File: config.mk
export PLATFORM = sky130hd
export DESIGN_NAME = pipeline_hazard_ctrl_flat
export DESIGN_NICKNAME = d
export VERILOG_FILES = /design/src/rtl/pipeline_hazard_ctrl_if.sv /design/src/rtl/pipeline_hazard_ctrl.sv /design/src/flat_wrapper.sv
export SDC_FILE = /design/constraint.sdc
export NUM_CORES = 1
export LEC_CHECK = 0
export CAP_MARGIN = 15
export CORE_MARGIN = 1.5
export CORE_UTILIZATION = 44
export CTS_CLUSTER_DIAMETER = 40
export DETAILED_ROUTE_END_ITERATION = 10
export HOLD_SLACK_MARGIN = 0.02
export PLACE_DENSITY = 0.83
export SLEW_MARGIN = 0
export SYNTH_ARGS = -nofsm -noshare
export SYNTH_HDL_FRONTEND = slang
export SYNTH_SLANG_ARGS = --single-unit
File: constraint.sdc
create_clock -name clk -period 2.5 [get_ports clk]
set_input_delay 0.25 -clock clk [delete_from_list [all_inputs] [get_ports clk]]
set_output_delay 0.25 -clock clk [all_outputs]
set_load 0.005 [all_outputs]
File: src/rtl/pipeline_hazard_ctrl_if.sv
// ---------------------------------------------------------------------------
// pipeline_hazard_ctrl_if
// Bundles the hazard-controller signals that the 5-stage pipeline exchanges
// with its central stall/flush sequencer.
//
// Hazard inputs (pipeline -> controller):
//   rd_ex, rn_id, rm_id   register indices of EX destination / ID sources
//   mem_read_ex           EX-stage instruction is a load
//   mem_req_mem           MEM-stage instruction accesses data memory
//   dmem_ready            data memory completes its access this cycle
//   branch_taken_mem      taken branch resolved in MEM
//   stall_cnt_clr         synchronous clear of the stall-cycle counter
// Control outputs (controller -> pipeline):
//   pc_we, ifid_we        front-end write enables
//   idex_bubble           zero the ID/EX control lines
//   ifid_flush, idex_flush, exmem_flush   squash younger instructions
//   pipe_freeze           hold ID/EX, EX/MEM and MEM/WB
//   mem_error             sticky data-memory timeout flag
//   stall_cnt             saturating count of cycles with pc_we=0
//   state                 sequencer state (RUN/LU_STALL/MEM_WAIT/ERROR)
//
// Modports: slave = the controller, master = the pipeline side.
// ---------------------------------------------------------------------------
interface pipeline_hazard_ctrl_if #(
   parameter int REG_W = 5,
   parameter int CNT_W = 16
);
   logic [REG_W-1:0] rd_ex;
   logic [REG_W-1:0] rn_id;
   logic [REG_W-1:0] rm_id;
   logic             mem_read_ex;
   logic             mem_req_mem;
   logic             dmem_ready;
   logic             branch_taken_mem;
   logic             stall_cnt_clr;

   logic             pc_we;
   logic             ifid_we;
   logic             idex_bubble;
   logic             ifid_flush;
   logic             idex_flush;
   logic             exmem_flush;
   logic             pipe_freeze;
   logic             mem_error;
   logic [CNT_W-1:0] stall_cnt;
   logic [1:0]       state;

   modport slave (
      input  rd_ex, rn_id, rm_id, mem_read_ex, mem_req_mem, dmem_ready,
             branch_taken_mem, stall_cnt_clr,
      output pc_we, ifid_we, idex_bubble, ifid_flush, idex_flush, exmem_flush,
             pipe_freeze, mem_error, stall_cnt, state
   );

   modport master (
      output rd_ex, rn_id, rm_id, mem_read_ex, mem_req_mem, dmem_ready,
             branch_taken_mem, stall_cnt_clr,
      input  pc_we, ifid_we, idex_bubble, ifid_flush, idex_flush, exmem_flush,
             pipe_freeze, mem_error, stall_cnt, state
   );
endinterface

File: src/rtl/pipeline_hazard_ctrl.sv
// ---------------------------------------------------------------------------
// pipeline_hazard_ctrl
// Central stall/flush sequencer for the 5-stage pipeline. Merges load-use,
// data-memory-wait and taken-branch hazards into one set of pipeline-register
// enables/flushes with fixed priority (mem wait > branch > load-use), adds a
// one-shot load-use stall, a memory-wait timeout that parks the pipe in a
// sticky ERROR state, and a saturating count of stalled cycles.
//
// Ports:
//   clk      rising-edge clock
//   reset_n  asynchronous active-low reset
//   hz_if    pipeline_hazard_ctrl_if.slave: hazard inputs, control outputs
// ---------------------------------------------------------------------------
module pipeline_hazard_ctrl #(
   parameter int REG_W       = 5,
   parameter int ZERO_REG    = 31,
   parameter int MEM_TIMEOUT = 64,
   parameter int CNT_W       = 16
) (
   input  logic                          clk,
   input  logic                          reset_n,
   pipeline_hazard_ctrl_if.slave         hz_if
);

   localparam int WAIT_W = $clog2(MEM_TIMEOUT + 1);
   localparam logic [WAIT_W-1:0] TIMEOUT_V = WAIT_W'(MEM_TIMEOUT);
   localparam logic [REG_W-1:0]  ZERO_V    = REG_W'(ZERO_REG);
   localparam logic [CNT_W-1:0]  CNT_MAX   = {CNT_W{1'b1}};

   typedef enum logic [1:0] {
      RUN      = 2'd0,
      LU_STALL = 2'd1,
      MEM_WAIT = 2'd2,
      ERROR    = 2'd3
   } state_t;

   state_t              r_state;
   state_t              w_state_next;
   logic [WAIT_W-1:0]   r_wait_cnt;
   logic [WAIT_W-1:0]   w_wait_cnt_next;
   logic                r_mem_error;
   logic                w_mem_error_next;
   logic [CNT_W-1:0]    r_stall_cnt;

   logic w_hz_lu;
   logic w_hz_mem;
   logic w_pc_we;
   logic w_ifid_we;
   logic w_idex_bubble;
   logic w_flush;
   logic w_pipe_freeze;

   // XZR as destination never produces a real dependency.
   assign w_hz_lu  = hz_if.mem_read_ex && (hz_if.rd_ex != ZERO_V) &&
                     ((hz_if.rd_ex == hz_if.rn_id) || (hz_if.rd_ex == hz_if.rm_id));
   assign w_hz_mem = hz_if.mem_req_mem && !hz_if.dmem_ready;

   // -----------------------------------------------------------------------
   // State / counter registers
   // -----------------------------------------------------------------------
   always_ff @(posedge clk or negedge reset_n) begin
      if (!reset_n) begin
         r_state     <= RUN;
         r_wait_cnt  <= '0;
         r_mem_error <= 1'b0;
      end else begin
         r_state     <= w_state_next;
         r_wait_cnt  <= w_wait_cnt_next;
         r_mem_error <= w_mem_error_next;
      end
   end

   // Counts every edge on which the PC was held; clear beats increment.
   always_ff @(posedge clk or negedge reset_n) begin
      if (!reset_n) begin
         r_stall_cnt <= '0;
      end else if (hz_if.stall_cnt_clr) begin
         r_stall_cnt <= '0;
      end else if (!w_pc_we && (r_stall_cnt != CNT_MAX)) begin
         r_stall_cnt <= r_stall_cnt + CNT_W'(1);
      end
   end

   // -----------------------------------------------------------------------
   // Next-state and output decode
   // -----------------------------------------------------------------------
   always_comb begin
      w_state_next     = r_state;
      w_wait_cnt_next  = r_wait_cnt;
      w_mem_error_next = r_mem_error;
      w_pc_we          = 1'b1;
      w_ifid_we        = 1'b1;
      w_idex_bubble    = 1'b0;
      w_flush          = 1'b0;
      w_pipe_freeze    = 1'b0;

      case (r_state)
         RUN, LU_STALL: begin
            if (w_hz_mem) begin
               // A pending branch waits: the freeze holds its MEM-stage inputs.
               w_pc_we         = 1'b0;
               w_ifid_we       = 1'b0;
               w_pipe_freeze   = 1'b1;
               w_state_next    = MEM_WAIT;
               w_wait_cnt_next = WAIT_W'(1);
            end else if (hz_if.branch_taken_mem) begin
               // Younger instructions are squashed, so no load-use bubble.
               w_flush      = 1'b1;
               w_state_next = RUN;
            end else if (w_hz_lu && (r_state == RUN)) begin
               // Only from RUN: the match seen in LU_STALL is the same
               // instruction pair and must not stall twice.
               w_pc_we       = 1'b0;
               w_ifid_we     = 1'b0;
               w_idex_bubble = 1'b1;
               w_state_next  = LU_STALL;
            end else begin
               w_state_next = RUN;
            end
         end

         MEM_WAIT: begin
            if (!hz_if.dmem_ready) begin
               w_pc_we       = 1'b0;
               w_ifid_we     = 1'b0;
               w_pipe_freeze = 1'b1;
               if (r_wait_cnt == TIMEOUT_V) begin
                  w_state_next     = ERROR;
                  w_mem_error_next = 1'b1;
               end else begin
                  w_wait_cnt_next = r_wait_cnt + WAIT_W'(1);
               end
            end else begin
               // Release cycle behaves like RUN (load-use may stall here).
               w_wait_cnt_next = '0;
               if (hz_if.branch_taken_mem) begin
                  w_flush      = 1'b1;
                  w_state_next = RUN;
               end else if (w_hz_lu) begin
                  w_pc_we       = 1'b0;
                  w_ifid_we     = 1'b0;
                  w_idex_bubble = 1'b1;
                  w_state_next  = LU_STALL;
               end else begin
                  w_state_next = RUN;
               end
            end
         end

         default: begin
            // ERROR: pipe stays frozen until reset.
            w_pc_we       = 1'b0;
            w_ifid_we     = 1'b0;
            w_pipe_freeze = 1'b1;
            w_state_next  = ERROR;
         end
      endcase

      // Held in reset: nothing advances, nothing is flushed.
      if (!reset_n) begin
         w_pc_we       = 1'b0;
         w_ifid_we     = 1'b0;
         w_idex_bubble = 1'b0;
         w_flush       = 1'b0;
         w_pipe_freeze = 1'b1;
      end
   end

   assign hz_if.pc_we       = w_pc_we;
   assign hz_if.ifid_we     = w_ifid_we;
   assign hz_if.idex_bubble = w_idex_bubble;
   assign hz_if.ifid_flush  = w_flush;
   assign hz_if.idex_flush  = w_flush;
   assign hz_if.exmem_flush = w_flush;
   assign hz_if.pipe_freeze = w_pipe_freeze;
   assign hz_if.mem_error   = r_mem_error;
   assign hz_if.stall_cnt   = r_stall_cnt;
   assign hz_if.state       = r_state;

endmodule

File: src/flat_wrapper.sv
// flat-port wrapper written by rule: the top's interface ports become plain ports
module pipeline_hazard_ctrl_flat 
#(
   parameter int REG_W       = 5,
   parameter int ZERO_REG    = 31,
   parameter int MEM_TIMEOUT = 64,
   parameter int CNT_W       = 16
)
  (clk, reset_n, hz_if_rd_ex, hz_if_rn_id, hz_if_rm_id, hz_if_mem_read_ex, hz_if_mem_req_mem, hz_if_dmem_ready, hz_if_branch_taken_mem, hz_if_stall_cnt_clr, hz_if_pc_we, hz_if_ifid_we, hz_if_idex_bubble, hz_if_ifid_flush, hz_if_idex_flush, hz_if_exmem_flush, hz_if_pipe_freeze, hz_if_mem_error, hz_if_stall_cnt, hz_if_state);
  pipeline_hazard_ctrl_if #(.REG_W(REG_W), .CNT_W(CNT_W)) hz_if_i ();
  input  logic clk;
  input  logic reset_n;
  input wire logic [$bits(hz_if_i.rd_ex)-1:0] hz_if_rd_ex;
  input wire logic [$bits(hz_if_i.rn_id)-1:0] hz_if_rn_id;
  input wire logic [$bits(hz_if_i.rm_id)-1:0] hz_if_rm_id;
  input wire logic [$bits(hz_if_i.mem_read_ex)-1:0] hz_if_mem_read_ex;
  input wire logic [$bits(hz_if_i.mem_req_mem)-1:0] hz_if_mem_req_mem;
  input wire logic [$bits(hz_if_i.dmem_ready)-1:0] hz_if_dmem_ready;
  input wire logic [$bits(hz_if_i.branch_taken_mem)-1:0] hz_if_branch_taken_mem;
  input wire logic [$bits(hz_if_i.stall_cnt_clr)-1:0] hz_if_stall_cnt_clr;
  output wire logic [$bits(hz_if_i.pc_we)-1:0] hz_if_pc_we;
  output wire logic [$bits(hz_if_i.ifid_we)-1:0] hz_if_ifid_we;
  output wire logic [$bits(hz_if_i.idex_bubble)-1:0] hz_if_idex_bubble;
  output wire logic [$bits(hz_if_i.ifid_flush)-1:0] hz_if_ifid_flush;
  output wire logic [$bits(hz_if_i.idex_flush)-1:0] hz_if_idex_flush;
  output wire logic [$bits(hz_if_i.exmem_flush)-1:0] hz_if_exmem_flush;
  output wire logic [$bits(hz_if_i.pipe_freeze)-1:0] hz_if_pipe_freeze;
  output wire logic [$bits(hz_if_i.mem_error)-1:0] hz_if_mem_error;
  output wire logic [$bits(hz_if_i.stall_cnt)-1:0] hz_if_stall_cnt;
  output wire logic [$bits(hz_if_i.state)-1:0] hz_if_state;
  assign hz_if_i.rd_ex = hz_if_rd_ex;
  assign hz_if_i.rn_id = hz_if_rn_id;
  assign hz_if_i.rm_id = hz_if_rm_id;
  assign hz_if_i.mem_read_ex = hz_if_mem_read_ex;
  assign hz_if_i.mem_req_mem = hz_if_mem_req_mem;
  assign hz_if_i.dmem_ready = hz_if_dmem_ready;
  assign hz_if_i.branch_taken_mem = hz_if_branch_taken_mem;
  assign hz_if_i.stall_cnt_clr = hz_if_stall_cnt_clr;
  assign hz_if_pc_we = hz_if_i.pc_we;
  assign hz_if_ifid_we = hz_if_i.ifid_we;
  assign hz_if_idex_bubble = hz_if_i.idex_bubble;
  assign hz_if_ifid_flush = hz_if_i.ifid_flush;
  assign hz_if_idex_flush = hz_if_i.idex_flush;
  assign hz_if_exmem_flush = hz_if_i.exmem_flush;
  assign hz_if_pipe_freeze = hz_if_i.pipe_freeze;
  assign hz_if_mem_error = hz_if_i.mem_error;
  assign hz_if_stall_cnt = hz_if_i.stall_cnt;
  assign hz_if_state = hz_if_i.state;
  pipeline_hazard_ctrl #(.REG_W(REG_W), .ZERO_REG(ZERO_REG), .MEM_TIMEOUT(MEM_TIMEOUT), .CNT_W(CNT_W)) u_core (.clk(clk), .reset_n(reset_n), .hz_if(hz_if_i));
endmodule
# After elaboration in Yosys (flattened, before gate mapping)
# Cells that the tools add are included.
# word_totals
reg_bits	26
input_bits	22
out_inout_bits	26
elab_cells	70
# op_classes
n_addsub	2
eq_ne	10
n_mux	39
n_bitwise	1
reduce_logical	14
# op_table
cell	count
2-to-1 mux 16 bit	2
2-to-1 mux 1 bit	23
2-to-1 mux 7 bit	3
adder 16 x 1 -> 16 bit, second input constant	1
inequality test 16 bit, second input constant	1
case mux 7 bit (2 select lines)	1
equality test 5 bit	2
2-to-1 mux 2 bit	5
case mux 1 bit (2 select lines)	4
adder 7 x 1 -> 7 bit, second input constant	1
equality test 7 bit, second input constant	1
AND reduction 3 bit	2
logical AND 1 bit	5
inequality test 5 bit, second input constant	1
case mux 2 bit (2 select lines)	1
nonzero test 2 bit	2
inequality test 3 x 2 -> 1 bit, second input constant	1
inequality test 3 bit, second input constant	1
equality test 2 x 1 -> 1 bit, second input constant	1
equality test 2 bit, second input constant	1
logical NOT 1 bit	2
logical NOT 2 bit	1
inequality test 2 x 1 -> 1 bit, second input constant	1
OR reduction 2 bit	1
2 further kinds	2

# Logic depth before layout (Yosys ltp)
# logic_depth
depth_word	13
depth_mapped	10
ltp_nobuf	8

# Worst setup path after synthesis
# OpenSTA, ideal clock, no wires.
# synth_timing
path_type	register to register
start	register u_core.r_stall_cnt[0], in the netlist u_core.hz_if.stall_cnt[0]
end	register u_core.r_stall_cnt[13], in the netlist u_core.hz_if.stall_cnt[13]
setup_time_ns	0.136
t_arrival_ns	1.937
required_ns	2.364
setup_slack_ns	0.427
stages_incl_launch_ff	11
n_path_buf	2
period_less_slack_ns	2.073
path_cell_list	dfrtp_1 ha_1 nand3_1 nor2_1 and3_1 a2111oi_4 nor2_2 buf_6 buf_2 o31ai_1 a21oi_1
# synth_between
elab_chain_len	3
elab_cells_between_ends	6
cone_classes	1 x add/sub; 1 x eq/ne; 2 x mux; 2 x reduce/logical
# synth_lines
element	line	rtl
start: declaration	pipeline_hazard_ctrl.sv:43	logic [CNT_W-1:0] r_stall_cnt;
start signal: assignment	pipeline_hazard_ctrl.sv:80	r_stall_cnt <= r_stall_cnt + CNT_W'(1);
adder 16 x 1 -> 16 bit / inequality test 16 bit (equally long branches)	pipeline_hazard_ctrl.sv:80, pipeline_hazard_ctrl.sv:79	
2-to-1 mux 16 bit / logical AND 1 bit (equally long branches)	pipeline_hazard_ctrl.sv:79	end else if (!w_pc_we && (r_stall_cnt != CNT_MAX)) begin
2-to-1 mux 16 bit / nonzero test 2 bit (equally long branches)	-	
# Several ways; a longest one is shown, not always the timed one. The select of a mux whose other input is x is not followed.
# A chain may end at the register's enable or synchronous reset.

# Worst setup path after layout
# layout_timing
start	register u_core.r_state[1], in the netlist u_core.hz_if.state[1]
end	output port hz_if_exmem_flush
# layout_between
elab_chain_len	4
elab_cells_between_ends	6
cone_classes	2 x eq/ne; 2 x mux; 2 x reduce/logical
# layout_lines
element	line	rtl
start: declaration	pipeline_hazard_ctrl.sv:37	state_t r_state;
start signal: assignment	pipeline_hazard_ctrl.sv:67	r_state <= w_state_next;
equality test 2 x 1 -> 1 bit / logical NOT 2 bit (equally long branches)	pipeline_hazard_ctrl.sv:97	case (r_state)
OR reduction 2 bit	pipeline_hazard_ctrl.sv:97	
case mux 1 bit (2 select lines) *	pipeline_hazard_ctrl.sv:97	
2-to-1 mux 1 bit *	pipeline_hazard_ctrl.sv:160	if (!reset_n) begin
end: declaration	flat_wrapper.sv:26	output wire logic [$bits(hz_if_i.exmem_flush)-1:0] hz_if_exmem_flush;
# Mark *: on every way between the ends. The rest lies on a longest branch, timed or not.

==> impl_metrics.ini <==
[cts]
numClockSinks = 26
clockBufferDepth = 2
h-tree-depth = 1
root_buffer = clkbuf_4
cts-buffers-inserted = 3
clock_latency_ns = 0.33
ctsHoldBuffers = 0
cts_tree = yes
clkTransAtPathRegs_ns = 0.15

[placement]
post-place-cells = 288
dpl.hpwl_um = 2957
io_buffer_count = 47
gp_congestion = 0.8159
dp_worst_setup_slack_ns = -0.1641
dpl_cell_area_sq_mm = 0.002230

[timing]
finalClockSkew_ns = 0.007274
finalCritPeriodShare_pct = 91.40
relSlewSlack_pct = 52.83
max_freq_mhz = 437.6
grt_setup_unrepaired = no
fin_ws_ns = 0.2150
final-max-slew-violation-count = 0
hold_ws_ns = 0.2984
final_hold_viol_count = 0
setup_violations = 0
worstMarginPinSlew_ns = 0.7069
finalCriticalPeriod_ns = 2.285

[critical_path]
startpoint_type = register
cp.arrival_ns = 2.03
critPathMaxFanout = 8
crit_type = reg2out
worstPathRequired_ns = 2.25
endpoint_kind = primary output

[outcome]
status = completed

[power_and_ir_drop]
vdd_drop_max_mv = 0.3308
powerDensity_mw_per_mm2 = 425.4
leakagePower_nw = 0.9680

[drt]
vias = 1573
drt_iter0_markers = 71
drt_wl_total_um = 3835
wl_per_cell_um = 13.04
ant_nets = 0
first_pass_iters = 4
drc = 0
viasPerCell = 5.350

[synth]
synth_common_cells = dfrtp_1, nor2_1, o21ai_0, nand2_1, a21oi_1
synthCells = 184
syn_avg_cell_area_sq_um = 8.697
synth.area.top_cells = dfrtp_1, o21ai_0, a21oi_1, nor2_1, xor2_1
synth_edf_count = 0
syn_area_sq_mm = 0.001600
synth_seq_cells = 26
synth_top_area_share_pct = 40.66
synth_top_cell_by_area = dfrtp_1
ys_warn_count = 0
syn_nets = 209
synth.distinct_cells = 38
synth_ff_type = dfrtp_1
yosysMostFrequentCell = dfrtp_1
ys_seq_area_share_pct = 40.66
async_flop_share_pct = 100.0

[die]
die_height_um = 63.31
initial_core_util_pct = 46.85
core-area_sq_mm = 0.003416
rows = 21
io_pins = 48
die_area_sq_mm = 0.004008
die_w_um = 63.31

[layout]
stdcell_area_sq_mm = 0.002291
layout.nets = 274
multiInputGateArea_sq_um = 880.8
fill_cells = 275
post_route_cells_drive_above_1_share_pct = 11.29
seqCellArea_sq_um = 650.6
antenna-diode-count = 0
syn_to_final_growth_pct = 43.16
stdcell_count = 294

[hold_path]
min_path_type = in2async

[flow_run]
cap_viol_max_count = 0

[global_routing]
grt_pass1_wl_um = 6410
antenna_found_initial = 0
grt_max_degree = 21
grt_pass1_vias = 1440
gr-total-overflow = 0
track_usage_pct = 19.98
==> final timing paths <==
path                            slack (ns)                         to  cells after the start                      start
worst max-delay path                  0.22          hz_if_exmem_flush                      6      u_core.hz_if.state[1]
worst min-delay path                  0.30      u_core.hz_if.state[1]                      2                    reset_n
worst max register to register        0.22  u_core.hz_if.stall_cnt[1]                      9  u_core.hz_if.stall_cnt[1]
worst min register to register        0.49     u_core.hz_if.mem_error                      1     u_core.hz_if.mem_error
max in group asynchronous             1.76       u_core.r_wait_cnt[6]                      3                    reset_n
min in group clk                      0.49     u_core.hz_if.mem_error                      1     u_core.hz_if.mem_error
==> state kept, by name, indices dropped and copies added, names as in the netlist <==
| signal | cells |
|---|---|
| u_core.hz_if.state | 2 |
| u_core.hz_if.mem_error | 1 |
| u_core.r_wait_cnt | 7 |
| u_core.hz_if.stall_cnt | 16 |
==> power breakdown <==
part	leakage [nW]	switching (mW)	internal, mW
sequential	0.357	0.0232	0.439
combinational	0.584	0.101	0.118
clock	0.0279	0.131	0.162
total	0.968	0.255	0.719
==> worst max-delay path: stages (launching register included) <==
cell             delay [ns]
dfrtp_1                0.49
nor2_1                 0.13
nor2_1                 0.06
a21oi_1                0.16
buf_4                  0.16
and3_1                 0.20
clkdlybuf4s50_1        0.51
==> cells by family after synthesis <==
| kind of cell | after synthesis | synth area share, % |
|---|---|---|
| simple gates | 82 | 27.13 |
| xor+xnor | 13 | 7.115 |
| compound gates | 46 | 17.83 |
| buf+inv | 13 | 4.299 |
| flops | 26 | 40.66 |
| mux | 1 | 0.6255 |
| fa+ha+maj | 3 | 2.346 |
==> metal layers <==
layer / GRT usage, % / routed length [um]
met4: 8.152 / 68
met1: 25.98 / 1770
met5: 0 / 0
met3: 2.500 / 249
met2: 33.78 / 1748
==> layout make-up <==
type,count,share of cell area [%]
repair buffers,67,27.36
clock inverters,1,1.311
well taps,46,2.512
multi-input cells,145,38.45
inverters,6,0.9831
clock buffers,3,0.9831
flip-flops and latches,26,28.40
==> placed cells by master, fill, tap and decap left out, types with 2 or more instances in the layout <==
master / instances
nand3_1: 10
o31ai_1: 6
xor2_1: 7
nor2b_1: 5
dfrtp_1: 26
nand4_1: 4
clkdlybuf4s50_1: 42
ha_1: 3
and3_1: 7
xnor2_1: 6
or4_1: 8
or3_1: 5
o21ai_0: 18
buf_4: 19
inv_1: 6
nand2_1: 16
nor2_1: 18
clkbuf_4: 3
a21oi_1: 14
a31oi_1: 2
dlygate4sd2_1: 5
==> through the flow <==
step,power [mW],setup TNS [ns],util [%]
after CTS,0.9839,0,67.07
after detailed placement,0.6886,-0.8984,65.27
after floorplan,0.5699,0,-
after global routing,1.026,0,67.07
after global placement,0.6829,-0.4040,65.27
final,0.9746,0,67.07
==> what timing repair did <==
action | in CTS | in global routing
setup buffers | 2 | 0
gates resized for setup | 5 | 0
setup endpoints to repair | 1 | 0
No activity file was read; power rests on OpenSTA's default activity.
